--- config.mk ---
export PLATFORM = sky130hd
export DESIGN_NAME = delay_line_ctrl
export DESIGN_NICKNAME = d
export VERILOG_FILES = /design/src/rtl/dl_ctrl_pkg.sv /design/src/rtl/dl_position_counter.sv /design/src/rtl/delay_line_ctrl.sv
export SDC_FILE = /design/constraint.sdc
export NUM_CORES = 1
export LEC_CHECK = 0
export ABC_CLOCK_PERIOD_IN_PS = 5150
export BUFFER_PORTS_ARGS = -buffer_cell sky130_fd_sc_hd__buf_2
export CAP_MARGIN = 20
export CORE_MARGIN = 3
export CORE_UTILIZATION = 49
export DETAILED_ROUTE_END_ITERATION = 10
export PLACE_DENSITY_LB_ADDON = 0.05
export SYNTH_ARGS = -nofsm -noshare
export SYNTH_HDL_FRONTEND = slang
export SYNTH_SLANG_ARGS = --single-unit
--- constraint.sdc ---
create_clock -name clk -period 5.15 [get_ports clk]
set_input_delay 0.515 -clock clk [delete_from_list [all_inputs] [get_ports clk]]
set_output_delay 0.515 -clock clk [all_outputs]
set_load 0.01 [all_outputs]
--- src/rtl/dl_ctrl_pkg.sv ---
// Shared types and helpers for the delay-line sequencer and its position counter.
// ST_VERIFY exists only when DL_CTRL_VERIFY_EN is defined.
package dl_ctrl_pkg;

    typedef enum logic [1:0] {
        OP_READ  = 2'd0,
        OP_WRITE = 2'd1,
        OP_CLEAR = 2'd2,
        OP_RSVD  = 2'd3
    } dl_op_e;

    typedef enum logic [2:0] {
        ST_IDLE,
        ST_SEEK,
        ST_XFER,
`ifdef DL_CTRL_VERIFY_EN
        ST_CLEAR,
        ST_VERIFY
`else
        ST_CLEAR
`endif
    } dl_state_e;

    // One revolution: cycles for a bit to travel once around the line.
    function automatic int dl_revolution(input int store_len, input int word_width);
        return store_len * word_width;
    endfunction

endpackage

--- src/rtl/dl_position_counter.sv ---
// Tracks the word/bit currently emerging from the line and flags the cycle
// just before slot(i_addr) begins.
module dl_position_counter #(
    parameter int STORE_LEN  = 32,
    parameter int WORD_WIDTH = 18,
    parameter int ADDR_W     = 5,
    parameter int BIT_W      = 5
)(
    input  logic              clk,
    input  logic              rst,
    input  logic [ADDR_W-1:0] i_addr,
    output logic [BIT_W-1:0]  o_bit_cnt,
    output logic [ADDR_W-1:0] o_word_cnt,
    output logic              o_slot_start_next
);
    localparam logic [BIT_W-1:0]  BIT_LAST  = BIT_W'(WORD_WIDTH - 1);
    localparam logic [ADDR_W-1:0] WORD_LAST = ADDR_W'(STORE_LEN - 1);

    logic [BIT_W-1:0]  r_bit;
    logic [ADDR_W-1:0] r_word;
    logic              w_bit_wrap;
    logic [ADDR_W-1:0] w_word_next;

    assign w_bit_wrap  = (r_bit == BIT_LAST);
    assign w_word_next = (r_word == WORD_LAST) ? '0 : r_word + ADDR_W'(1);

    always_ff @(posedge clk) begin
        if (rst) begin
            r_bit  <= '0;
            r_word <= '0;
        end else if (w_bit_wrap) begin
            r_bit  <= '0;
            r_word <= w_word_next;
        end else begin
            r_bit  <= r_bit + BIT_W'(1);
        end
    end

    assign o_bit_cnt         = r_bit;
    assign o_word_cnt        = r_word;
    assign o_slot_start_next = w_bit_wrap && (w_word_next == i_addr);
endmodule

--- src/rtl/delay_line_ctrl.sv ---
// Word-level read/write/clear sequencer for one recirculating delay-line store.
// DL_CTRL_VERIFY_EN adds a read-back of every write one revolution later.
//
// state  | meaning
// IDLE   | ready for a request (held off during the rsp_valid cycle)
// SEEK   | waiting for slot(addr) to reach the line output
// XFER   | one word slot: drive bits on write, capture bits on read
// CLEAR  | data_clr held low for one full revolution
// VERIFY | write read-back during slot(addr) one revolution later
module delay_line_ctrl
    import dl_ctrl_pkg::*;
#(
    parameter int STORE_LEN  = 32,
    parameter int WORD_WIDTH = 18,
    parameter int ADDR_W     = 5
)(
    input  logic                  clk,
    input  logic                  rst,
    input  logic                  req_valid,
    output logic                  req_ready,
    input  logic [1:0]            req_op,
    input  logic [ADDR_W-1:0]     req_addr,
    input  logic [WORD_WIDTH-1:0] req_wdata,
    output logic                  rsp_valid,
    output logic [WORD_WIDTH-1:0] rsp_rdata,
    output logic                  rsp_err,
    output logic                  dl_data_in,
    output logic                  dl_data_in_gate,
    output logic                  dl_data_clr,
    input  logic                  dl_data_out,
    output logic [ADDR_W-1:0]     pos_word
);
    localparam int R  = dl_revolution(STORE_LEN, WORD_WIDTH);
    localparam int BW = $clog2(WORD_WIDTH);
    localparam int CW = $clog2(R + 1);
    localparam logic [ADDR_W:0]   LEN_W    = (ADDR_W + 1)'(STORE_LEN);
    localparam logic [BW-1:0]     BIT_LAST = BW'(WORD_WIDTH - 1);
    localparam logic [CW-1:0]     CLR_LOAD = CW'(R - 1);

    dl_state_e             r_state, w_state_next;
    logic                  r_is_write;
    logic [ADDR_W-1:0]     r_addr;
    logic [WORD_WIDTH-1:0] r_wdata;
    logic [WORD_WIDTH-1:0] r_rdata;
    logic [CW-1:0]         r_clr_cnt;
    logic                  r_rsp_valid;
    logic [WORD_WIDTH-1:0] r_rsp_rdata;

    logic [BW-1:0]         w_bit_cnt;
    logic [ADDR_W-1:0]     w_word_cnt;
    logic [ADDR_W-1:0]     w_seek_addr;
    logic                  w_slot_next;
    logic                  w_accept;
    logic                  w_addr_ok;
    logic                  w_rsp_fire;
    logic                  w_rsp_data_en;
    logic                  w_capture;
    logic [WORD_WIDTH-1:0] w_rdata_cap;

    // In IDLE the incoming address is checked so an aligned request skips SEEK.
    assign w_seek_addr = (r_state == ST_IDLE) ? req_addr : r_addr;

    dl_position_counter #(
        .STORE_LEN  (STORE_LEN),
        .WORD_WIDTH (WORD_WIDTH),
        .ADDR_W     (ADDR_W),
        .BIT_W      (BW)
    ) u_pos (
        .clk               (clk),
        .rst               (rst),
        .i_addr            (w_seek_addr),
        .o_bit_cnt         (w_bit_cnt),
        .o_word_cnt        (w_word_cnt),
        .o_slot_start_next (w_slot_next)
    );

    assign req_ready = (r_state == ST_IDLE) && !r_rsp_valid;
    assign w_accept  = req_valid && req_ready;
    assign w_addr_ok = ({1'b0, req_addr} < LEN_W);

    always_comb begin
        w_state_next    = r_state;
        dl_data_in      = 1'b0;
        dl_data_in_gate = 1'b0;
        dl_data_clr     = 1'b1;
        w_rsp_fire      = 1'b0;
        w_rsp_data_en   = 1'b0;
        w_capture       = 1'b0;
        w_rdata_cap            = r_rdata;
        w_rdata_cap[w_bit_cnt] = dl_data_out;
        case (r_state)
            ST_IDLE: begin
                if (w_accept) begin
                    if (req_op == OP_CLEAR)  w_state_next = ST_CLEAR;
                    else if (!w_addr_ok)     w_rsp_fire   = 1'b1;
                    else if (w_slot_next)    w_state_next = ST_XFER;
                    else                     w_state_next = ST_SEEK;
                end
            end
            ST_SEEK: begin
                if (w_slot_next) w_state_next = ST_XFER;
            end
            ST_XFER: begin
                if (r_is_write) begin
                    dl_data_in_gate = 1'b1;
                    dl_data_in      = r_wdata[w_bit_cnt];
                end else begin
                    w_capture = 1'b1;
                end
                if (w_bit_cnt == BIT_LAST) begin
`ifdef DL_CTRL_VERIFY_EN
                    if (r_is_write) begin
                        w_state_next = ST_VERIFY;
                    end else begin
                        w_state_next  = ST_IDLE;
                        w_rsp_fire    = 1'b1;
                        w_rsp_data_en = 1'b1;
                    end
`else
                    w_state_next  = ST_IDLE;
                    w_rsp_fire    = 1'b1;
                    w_rsp_data_en = !r_is_write;
`endif
                end
            end
            ST_CLEAR: begin
                dl_data_clr = 1'b0;
                if (r_clr_cnt == '0) begin
                    w_state_next = ST_IDLE;
                    w_rsp_fire   = 1'b1;
                end
            end
`ifdef DL_CTRL_VERIFY_EN
            ST_VERIFY: begin
                if (w_word_cnt == r_addr) begin
                    w_capture = 1'b1;
                    if (w_bit_cnt == BIT_LAST) begin
                        w_state_next  = ST_IDLE;
                        w_rsp_fire    = 1'b1;
                        w_rsp_data_en = 1'b1;
                    end
                end
            end
`endif
            default: w_state_next = ST_IDLE;
        endcase
    end

    always_ff @(posedge clk) begin
        if (rst) begin
            r_state     <= ST_IDLE;
            r_is_write  <= 1'b0;
            r_addr      <= '0;
            r_wdata     <= '0;
            r_rdata     <= '0;
            r_clr_cnt   <= '0;
            r_rsp_valid <= 1'b0;
            r_rsp_rdata <= '0;
        end else begin
            r_state     <= w_state_next;
            r_rsp_valid <= w_rsp_fire;
            r_rsp_rdata <= w_rsp_data_en ? w_rdata_cap : '0;
            if (w_accept) begin
                r_is_write <= (req_op == OP_WRITE);
                r_addr     <= req_addr;
                r_wdata    <= req_wdata;
                r_clr_cnt  <= CLR_LOAD;
            end
            if (w_capture) r_rdata <= w_rdata_cap;
            if (r_state == ST_CLEAR && r_clr_cnt != '0) r_clr_cnt <= r_clr_cnt - CW'(1);
        end
    end

`ifdef DL_CTRL_VERIFY_EN
    logic r_rsp_err;

    always_ff @(posedge clk) begin
        if (rst) r_rsp_err <= 1'b0;
        else     r_rsp_err <= w_rsp_data_en && r_is_write && (w_rdata_cap != r_wdata);
    end

    assign rsp_err = r_rsp_err;
`else
    assign rsp_err = 1'b0;
`endif

    assign rsp_valid = r_rsp_valid;
    assign rsp_rdata = r_rsp_rdata;
    assign pos_word  = w_word_cnt;
endmodule
# After elaboration in Yosys (flattened, before gate mapping)
# Cells that the tools add are included.
[op_classes] add_sub_neg=3 magnitude_cmp=2 bitwise_logic=1 eq_ne=12 reduce_logical=14 n_mux=28
[op_table] operator="10-bit 2-to-1 mux" n=2
[op_table] operator="18-bit bitwise mux" n=1
[op_table] operator="1-bit 2-to-1 mux" n=13
[op_table] operator="3-bit 2-to-1 mux" n=4
[op_table] operator="3-bit case mux with 4 select lines" n=1
[op_table] operator="5-bit by 1-bit adder with 5-bit output, second input constant" n=2
[op_table] operator="5-bit == test, second input constant" n=2
[op_table] operator="10-bit logical NOT" n=1
[op_table] operator="5-bit 2-to-1 mux" n=2
[op_table] operator="10-bit nonzero test" n=1
[op_table] operator="10-bit by 1-bit subtractor with 10-bit output, second input constant" n=1
[op_table] operator="3-bit by 2-bit == test with 1-bit output, second input constant" n=2
[op_table] operator="5-bit by 6-bit < comparator with 1-bit output, second input constant" n=1
[op_table] operator="1-bit binary-select mux with 5-bit select" n=1
[op_table] operator="1-bit demux with 5-bit select" n=1
[op_table] operator="5-bit == test" n=1
[op_table] operator="5-bit by 1-bit greater-or-equal comparator with 1-bit output, second input constant" n=1
[op_table] operator="1-bit logical AND" n=5
[op_table] operator="2-bit 2-to-1 mux" n=2
[op_table] operator="2-bit by 1-bit != test with 1-bit output, second input constant" n=2
[op_table] operator="2-bit != test, second input constant" n=2
[op_table] operator="4-bit AND reduction" n=1
[op_table] operator="2-bit OR reduction" n=2
[op_table] operator="3-bit by 1-bit == test with 1-bit output, second input constant" n=1
[op_table] operator="7 further kinds" n=8
[word_totals] word_cells=70 out_inout_bits=29 ff_bits=84 inputBits=29

# Longest topological paths before layout
# Gate-level depths: netlist of the first run.
[logic_depth] word_depth=8 mapped_depth=9 ltp_nobuf=8

# By module
# Synthesis of the first run repeated with hierarchy kept, for this count alone.
[unflattened] hier_cells=463 area_unflattened_um2=3831.2
[by_module_without_submodules] module="delay_line_ctrl" area_each_um2=3309.4 seq_area_each_um2=1441.4 n_inst=1 cells_per_inst=406
[by_module_without_submodules] module="dl_position_counter" area_each_um2=521.8 seq_area_each_um2=200.2 n_inst=1 cells_per_inst=57

# Least setup slack after synthesis of the first run
# OpenSTA, ideal clock, no wires.
[synth_path] path_type="reg2out" start="register u_pos.r_bit[0] (netlist: u_pos.o_bit_cnt[0])" end="output dl_data_in" arrival_ps=1612 path_stages_with_launch=6 path_slack_ps=3023 required_time_ps=4635 cell_sequence="dfxtp_1 buf_2 mux4_2 mux2_2 a22oi_1 a21boi_0"
[synth_between] elab_chain_cells=4
[synth_lines] element="from (decl)" line_no="dl_position_counter.sv:19" text="logic [BIT_W-1:0] r_bit;"
[synth_lines] element="from (signal assigned)" line_no="dl_position_counter.sv:35" text="r_bit <= r_bit + BIT_W'(1);"
[synth_lines] element="1-bit binary-select mux with 5-bit select" line_no="delay_line_ctrl.sv:106" text="dl_data_in = r_wdata[w_bit_cnt];"
[synth_lines] element="1-bit 2-to-1 mux (not written as such)" line_no="delay_line_ctrl.sv:106"
[synth_lines] element="1-bit 2-to-1 mux" line_no="delay_line_ctrl.sv:104" text="if (r_is_write) begin"
[synth_lines] element="1-bit 2-to-1 mux" line_no="delay_line_ctrl.sv:91" text="case (r_state)"
[synth_lines] element="to (decl)" line_no="delay_line_ctrl.sv:27" text="output logic dl_data_in,"
# Every way passes these cells. The select of a mux whose other input is x is not followed.

# Final worst setup path of the first run
# Same ends and word-level chain as after synthesis.

==> results.txt, run 1 <==
* Result of the run: completed
- Pin count of the biggest net entering global routing: 65
- The clock passes through at most 2 buffers.
* Highest-count cells in the layout ignoring fill and taps: sky130_fd_sc_hd__nand2_1 (96), sky130_fd_sc_hd__dfxtp_1 (82), sky130_fd_sc_hd__a21oi_1 (57), sky130_fd_sc_hd__buf_2 (57)
- At the end of routability-driven placement, the weighted congestion stood at roughly 0.76.
- In this run, post-CTS repair resized a total of 0 instances.
- Dividing the detail-routed wire length by the instance count gives between 10 and 15 µm.
* Min Hold Slack: around 0.39 ns
- Worst EP arrival: 2.25 ns
- Most common library cell in the layout ignoring fill and taps: sky130_fd_sc_hd__nand2_1
- The worst setup path is launched from a flip-flop.
- Top FF cell, synth: sky130_fd_sc_hd__dfxtp_1
* Number of design-rule violations left by the first detailed-router iteration: around 160
- Setup-failing EPs final: 0
- The detailed router placed approximately 3300 vias in this run.
- Clock sink count: 82
- Adding up every negative setup slack in the final design gives 0 ns.
- Total global-route track usage: 19.4%
* Yosys reg bits: 82
- Number of flops mapped to enable cells by yosys: 0
- Final max-slew violation count: 0
- Estimated wirelength of the detail-placed design: 5440 µm
* Power density cells: 307 nW/µm²
- Register clock-pin slew on the reported worst setup and hold paths: 0.09 ns
- Along the worst path, the maximum fanout reaches 10.
- IO buf count: 56
- Sequential cells were found to cover 42.8% of the synthesized design area.
* Die X-Extent: 94.5 µm
- Total cell area at the placement stage: approximately 4100 µm²
- ANT cells: 0
- For this run the aggregate overflow at the end of global routing stands at 0.
- Mean area per synthesized cell: 8.14 µm²
- Highest achievable clock rate: 362 MHz
* Total routed wirelength: 8300 µm
- Clock latency on the worst-skew pair, taken at its later pin, is between 0.3 and 0.4 ns.
* Number of H-tree levels: 3
- Post-layout minimum cycle time: 2.76 ns
* Worst clock skew: approximately 0.012 ns
- Total iterations of the first detailed-routing run: 4
- Static power due to leakage: 0.00176 µW
* Design Area, Final: between 4000 and 5000 µm²
- Global-route wire length before repair: ~14000 µm
* Required arrival time at the worst endpoint: 4.64 ns
- Area growth from synthesis to final layout: 13.0%
- At the end of the flow, the number of nets in the layout was 544.
- Count of final hold-check violations: 0
- Worst Path Class, Setup: reg -> out
- After synthesis, the share of flip-flops with an asynchronous set or reset is 0%.
* Number of routed nets with antenna violations: 0
* Type of the worst min-delay path: in -> reg
- CTS root buf: sky130_fd_sc_hd__clkbuf_8
- Fraction of final layout cells with drive strength greater than 1: about 18%
- Category of the worst setup path capture point: output pin
- After detailed routing, the number of remaining DRC violations is 0.
- CTS tree: built
* DIE HEIGHT: 94.5 µm
- Distinct cells, synth: between 50 and 60
* Worst slew margin: 36.6%
- Number of antenna violations at the first check in global routing: 0
* Vias in the first global route: about 3000
- Worst-Margin Slew: 0.951 ns
- Summed instance area of the synthesized netlist: roughly 3800 µm²
- Hold buffers post-CTS: 0
- Setup repair after global routing missed its margin: false
- Number of maximum-capacitance constraint violations: 0
- Of the available clock period, the critical path in the final layout requires 53.7%.
- Placeable Area: 7410 µm²
- Ports placed on the boundary: 58
- VDD sags by at most 168 µV.
* Number of buffers created by CTS: 9
* Vias per inst: 5.33
- Post-Synthesis Net Count: 509
- # Post-CTS Setup Buffers: 0
- The die covers about 9000 µm².
* Number of cells produced by synthesis: 472
- Final-layout fill cell count: 691
- Once the floorplan was initialized, standard cells occupied slightly above 50% of the core.
* Syn. warnings: 0
* Number of rows created at floorplan: 31
[worst max-delay path, stage by stage, from the launching register on]
cell                       delay, ns
sky130_fd_sc_hd__dfxtp_1        0.62
sky130_fd_sc_hd__mux4_2         0.56
sky130_fd_sc_hd__mux2_2         0.28
sky130_fd_sc_hd__a22oi_1        0.17
sky130_fd_sc_hd__a21boi_0       0.12
sky130_fd_sc_hd__buf_2          0.16
[worst paths after layout]
path | startpoint | endpoint | slack (ns) | cells after the start
hold reg to reg | r_wdata[15] | r_wdata[15] | 0.45 | 2
setup reg to reg | u_pos.o_bit_cnt[0] | rsp_rdata[0] | 2.71 | 6
hold / removal | req_wdata[7] | r_wdata[7] | 0.39 | 3
setup / recovery | u_pos.o_bit_cnt[0] | dl_data_in | 2.39 | 5
[synthesized netlist by cell type (3+ instances only)]
| cell type | count | area [µm²] |
|---|---|---|
| sky130_fd_sc_hd__nor3_1 | 13 | 65.1 |
| sky130_fd_sc_hd__nor2_1 | 39 | 146 |
| sky130_fd_sc_hd__mux2i_1 | 20 | 200 |
| sky130_fd_sc_hd__mux2_2 | 5 | 56.3 |
| sky130_fd_sc_hd__nand2_1 | 96 | 360 |
| sky130_fd_sc_hd__xnor2_1 | 3 | 26.3 |
| sky130_fd_sc_hd__mux4_2 | 4 | 90.1 |
| sky130_fd_sc_hd__nor2b_1 | 4 | 25.0 |
| sky130_fd_sc_hd__nand3_1 | 39 | 195 |
| sky130_fd_sc_hd__clkbuf_1 | 25 | 93.8 |
| sky130_fd_sc_hd__buf_1 | 3 | 11.3 |
| sky130_fd_sc_hd__xor2_1 | 5 | 43.8 |
| sky130_fd_sc_hd__ha_1 | 8 | 100 |
| sky130_fd_sc_hd__inv_1 | 8 | 30.0 |
| sky130_fd_sc_hd__dfxtp_1 | 82 | 1640 |
| sky130_fd_sc_hd__a21oi_1 | 57 | 285 |
| sky130_fd_sc_hd__nand4_1 | 4 | 25.0 |
| sky130_fd_sc_hd__nand2b_1 | 5 | 31.3 |
| sky130_fd_sc_hd__nor3b_1 | 3 | 22.5 |
| sky130_fd_sc_hd__o21ai_0 | 4 | 20.0 |
| sky130_fd_sc_hd__buf_2 | 5 | 25.0 |
[stage by stage]
step           total power [µW]  instances  setup slack (ns)  utilization (%)
5_1_grt                    1390        611              2.24             58.6
2_1_floorplan               798        472              3.02                -
3_3_place_gp                832        594              2.79             55.5
4_1_cts                    1350        611              2.35             58.6
6_report                   1330        611              2.39             58.6
3_5_place_dp                837        595              2.72             55.6
[cell families after synthesis]
group	count (synthesis)	synth area share, %
AOI/OAI and AO/OA	77	11.6
and+or+nand+nor	224	27.5
muxes	29	9.03
xor gates and xnor gates	8	1.82
DFF	82	42.7
buffers and inverters	43	4.56
other	1	0.0977
adders and majority gates	8	2.61
[registers in the layout, indices dropped and copies added (netlist names)]
register / cells
r_wdata: 18
rsp_rdata: 18
r_rdata: 17
r_clr_cnt: 10
r_addr: 5
u_pos.o_bit_cnt: 5
u_pos.o_word_cnt: 5
r_state: 2
r_is_write: 1
rsp_valid: 1
[power by group]
part / switching, µW / leakage (µW) / total (µW) / internal, µW
combinational: 83.8 / 0.000993 / 141 / 57.5
sequential: 24.6 / 0.000667 / 680 / 655
clock: 235 / 0.0000987 / 509 / 274
[per-layer routing]
| layer | part of all wire [%] | track usage [%] | wire length, µm | up-vias |
|---|---|---|---|---|
| met5 | 0 | 0 | 0 | - |
| met4 | 1.1 | 8.05 | 94 | 0 |
| met3 | 4.0 | 3.59 | 334 | 9 |
| met2 | 47 | 32.3 | 3890 | 61 |
| met1 | 48 | 24.7 | 3980 | 1510 |
| li1 | - | - | - | 1677 |
[cell type report]
type	count	area, µm²	share of cell area (%)
Clock inverter	6	91.3	2.11
Multi-Input combinational cell	347	2020	46.6
Timing Repair Buffer	59	300	6.92
Sequential cell	82	1640	37.8
Clock buffer	10	128	2.94
Inverter	8	30.0	0.692
Tap cell	99	124	2.86
(Power assumes the default switching activity.)
==> inputs of run 2 (changes only) <==
ABC_AREA = 1   (was default)
ABC_CLOCK_PERIOD_IN_PS = 2500   (was 5150)
clock period = 2.5 ns   (was 5.15 ns; I/O delays follow)
==> run 2 against run 1 <==
Compared with the run above: die area grew 2.4%; routed wire length up 2.5%; hold slack got worse by 0.26 ns; synthesized cell count increased by 17%; highest routed layer unchanged; clock-buffer cell count stayed put.
==> results.txt, run 2 <==
* Result of the run: completed
- The top cell types in the final layout, fill and taps aside, are sky130_fd_sc_hd__nand2_1 (109), sky130_fd_sc_hd__inv_1 (93), sky130_fd_sc_hd__dfxtp_1 (83).
* # Post-CTS Setup Buffers: 0 (unchanged)
- Distinct cells, synth: 41 (-23%)
* Relative contribution of the clock network to total power: 26.9% (-11 points)
- The initial DRC count came to 133 (-14%).
- Synth top area share: 42.2% (-0.58 points)
* Type of the worst min-delay path: in -> reg
- Number of routed nets with antenna violations: 0 (unchanged)
- The critical path is of the reg -> out type.
* Number of cells produced by synthesis: 553 (+17%)
* Net switching power: 1380 µW (+300%)
- Vias in the first global route: 3072 (+2.9%)
* Most common library cell in the layout ignoring fill and taps: sky130_fd_sc_hd__nand2_1
* Internal Dissipation: 2530 µW (+160%)
- The maximum number of pins on one net before global-route repair was 36 (-45%).
* Area growth from synthesis to final layout: 13.7%
* Total global-route track usage: 20.2% (+0.80 points)
- The number of antenna violations at the first check in global routing is 0 (unchanged).
* Estimated wirelength of the detail-placed design: 6200 µm (+14%)
* Fraction of final layout cells with drive strength greater than 1: 16.7% (-1.2 points)
* Cell Count, Final, Fillers Out: 712 (+17%)
- Yosys reg bits: 83 (+1.2%)
- Register area share after synthesis: 42.2% (-0.58 points)
- The sink count of the clock tree is 83 (+1.2%).
* Count of placed standard cells including taps: 696 (+17%)
- The total wire length came to 8510 µm (+2.5%).
* Power density cells: 873 nW/µm² (+180%)
- Total of cells resized after clock tree synthesis: 0 (unchanged)
- The number of buffers on the longest clock path came to 2 (unchanged).
- Count of final hold-check violations: 0 (unchanged)
- Worst clock skew: 0.0108 ns (-0.000823 ns)
* Hold buffers post-CTS: 0 (unchanged)
- The number of failing setup endpoints in the final timing report was 0 (unchanged).
- Register clock-pin slew on the reported worst setup and hold paths: 0.09 ns (about the same)
- The number of pins exceeding their max-slew limit in the final report came to 0 (unchanged).
- The final critical path takes up 86.7% of the cycle.
* Top FF cell, synth: sky130_fd_sc_hd__dfxtp_1
- Sorting the synthesized cells by how often they occur yields sky130_fd_sc_hd__nand2_1 (109), sky130_fd_sc_hd__inv_1 (93), sky130_fd_sc_hd__dfxtp_1 (83), sky130_fd_sc_hd__a21oi_1 (60), sky130_fd_sc_hd__nor2_1 (49).
- Placeable Area: 7770 µm² (+4.8%)
- Number of maximum-capacitance constraint violations: 0 (unchanged)
* Total negative setup slack: 0 ns (unchanged)
- Post-layout minimum cycle time: 2.17 ns
* Die X-Extent: 95.7 µm (+1.2%)
* Remaining DRCs: 0 (unchanged)
- The data required time at the worst endpoint came to 2.25 ns (-2.39 ns).
- In the post-synthesis netlist, the cell with the most instances is sky130_fd_sc_hd__nand2_1.
- The slowest stage of the critical path belongs to the cell sky130_fd_sc_hd__dfxtp_1.
- ANT cells: 0 (unchanged)
* Global-route wire length before repair: 14500 µm (+4.9%)
* Starting density of the core: 50.7% (-1.1 points)
- The detailed-router iteration count before antenna repair is 4 (unchanged).
* Switching share of power: 35.3% (+9.5 points)
- The chip height is 95.7 µm (+1.2%).
- The via count is 3448 (+5.9%).
- Post-synthesis cell type with the largest combined area: sky130_fd_sc_hd__dfxtp_1
* Number of buffers created by CTS: 9 (unchanged)
- Static power due to leakage: 0.00214 µW (+22%)
- Vias per inst: 4.84 (-9.2%)
* Summed instance area of the synthesized netlist: 3940 µm² (+2.6%)
- Top cells by area in the synthesized netlist: sky130_fd_sc_hd__dfxtp_1 (42%), sky130_fd_sc_hd__nand2_1 (10%), sky130_fd_sc_hd__inv_1 (8.9%)
* Later-pin clock latency in the skew report: 0.35 ns (about the same)
* CTS tree: built
* Max FO, Critical Path: 8 (-2)
- The number of warnings reported in the yosys synthesis log came to 0 (unchanged).
* Largest delay share family, worst path: flip-flops
* Number of H-tree levels: 3 (unchanged)
* CTS root buf: sky130_fd_sc_hd__clkbuf_8
- Number of rows created at floorplan: 32 (+3.2%)
- Sequential cell fraction of total power: 42.2% (-8.9 points)
* Relative contribution of combinational cells to total power: 30.9% (+20 points)
* Final #Nets: 642 (+18%)
* Worst EP arrival: 1.92 ns (-0.33 ns)
- The count of boundary I/O pins was 58 (unchanged).
- Setup repair after global routing left no endpoint under its margin.
- The number of enable flip-flop cells after synthesis was 0 (unchanged).
* Final routed wire length divided by cell count: 12.0 µm (-12%)
- The critical path buffer and inverter count was 2 (+1).
- Weighted congestion at the end of routability-driven global placement: 0.859 (+13%)
* List of cells traversed by the critical path: inv_1 > a21oi_1 > o21ai_0 > nand2_1 > nand2_1 > nand4_1 > a21oi_1 > nor3_1 > buf_2
- Timing would allow up to ~460 MHz.
* Mean area per synthesized cell: 7.12 µm² (-12%)
- Critical path's largest stage delay: 0.47 ns (-0.15 ns)
- Crit path launch type: flip-flop
* IO buf count: 56 (unchanged)
* Peak supply drop: 418 µV (+150%)
- Overflow left after global routing: 0 (unchanged)
- Post-Synthesis Net Count: 590 (+16%)
- STA classifies the critical path endpoint as an output pin.
* Share of flip-flops with an asynchronous set or reset after synthesis: 0% (unchanged)
* DIE AREA: 9150 µm² (+2.4%)
[run 2: cells by family (layout without fill, tap and decap cells)]
logic type | Yosys count | after routing | synth area share, %
AOI/OAI and AO/OA | 139 | 139 | 19.3
xor gates and xnor gates | 5 | 5 | 1.11
adders and majority gates | 8 | 8 | 2.54
buffers and inverters | 120 | 177 | 12.6
DFF | 83 | 83 | 42.2
muxes | 2 | 2 | 0.508
other | 1 | 1 | 0.0952
and+or+nand+nor | 195 | 195 | 21.7
[run 2: worst paths after layout]
path              depth (start not counted)           startpoint          to  slack (ns)
setup / recovery                          9   u_pos.o_bit_cnt[1]  dl_data_in        0.33
hold reg to reg                           2            r_addr[4]   r_addr[4]        0.45
setup reg to reg                         14  u_pos.o_word_cnt[0]  r_state[0]        0.55
hold / removal                            3         req_wdata[7]  r_wdata[7]        0.13
[run 2: power groups by stage]
stage          sequential [µW]  combinational [µW]  clock, µW
6_report                  1650                1210       1050
5_1_grt                   1680                1400       1140
3_5_place_dp              1680                1210          0
2_1_floorplan             1660                1010          0
4_1_cts                   1650                1220       1080
3_3_place_gp              1680                1190          0
[run 2: layer usage]
layer	up-vias	GRT usage [%]	routed length [µm]
li1	1842	-	-
met1	1528	27.5	4130
met2	72	31.7	3920
met3	6	3.87	385
met4	0	7.46	76
met5	-	0	0
[run 2: metrics by stage]
step           hold WS (ns)  cell area, µm²  util [%]  worst slack, ns  total power [µW]
5_1_grt               0.111            4480      57.7            0.110              4210
2_1_floorplan         0.393            3940         -            0.749              2660
4_1_cts               0.115            4480      57.7            0.314              3950
3_5_place_dp          0.443            4260      54.9            0.602              2900
6_report              0.131            4480      57.7            0.333              3910
3_3_place_gp          0.440            4260      54.9            0.691              2870
[run 2: area by class of cell]
cell class / instances / area (µm²)
clock buffer: 10 / 128
clock inverter: 6 / 90.1
fill: 769 / 3290
inverter: 101 / 379
multi-input combinational: 350 / 1780
sequential: 83 / 1660
tap: 102 / 128
timing repair buffer: 60 / 310
[run 2: worst reg2reg max path, delay by kind of cell, from the launching register on]
kind                     cells  cell delay [ns]
AO/OA/AOI/OAI                1             0.09
adder cells (fa/ha/maj)      2             0.44
buffers and inverters        2             0.15
flip-flops                   1             0.36
AND/OR/NAND/NOR              9             0.81
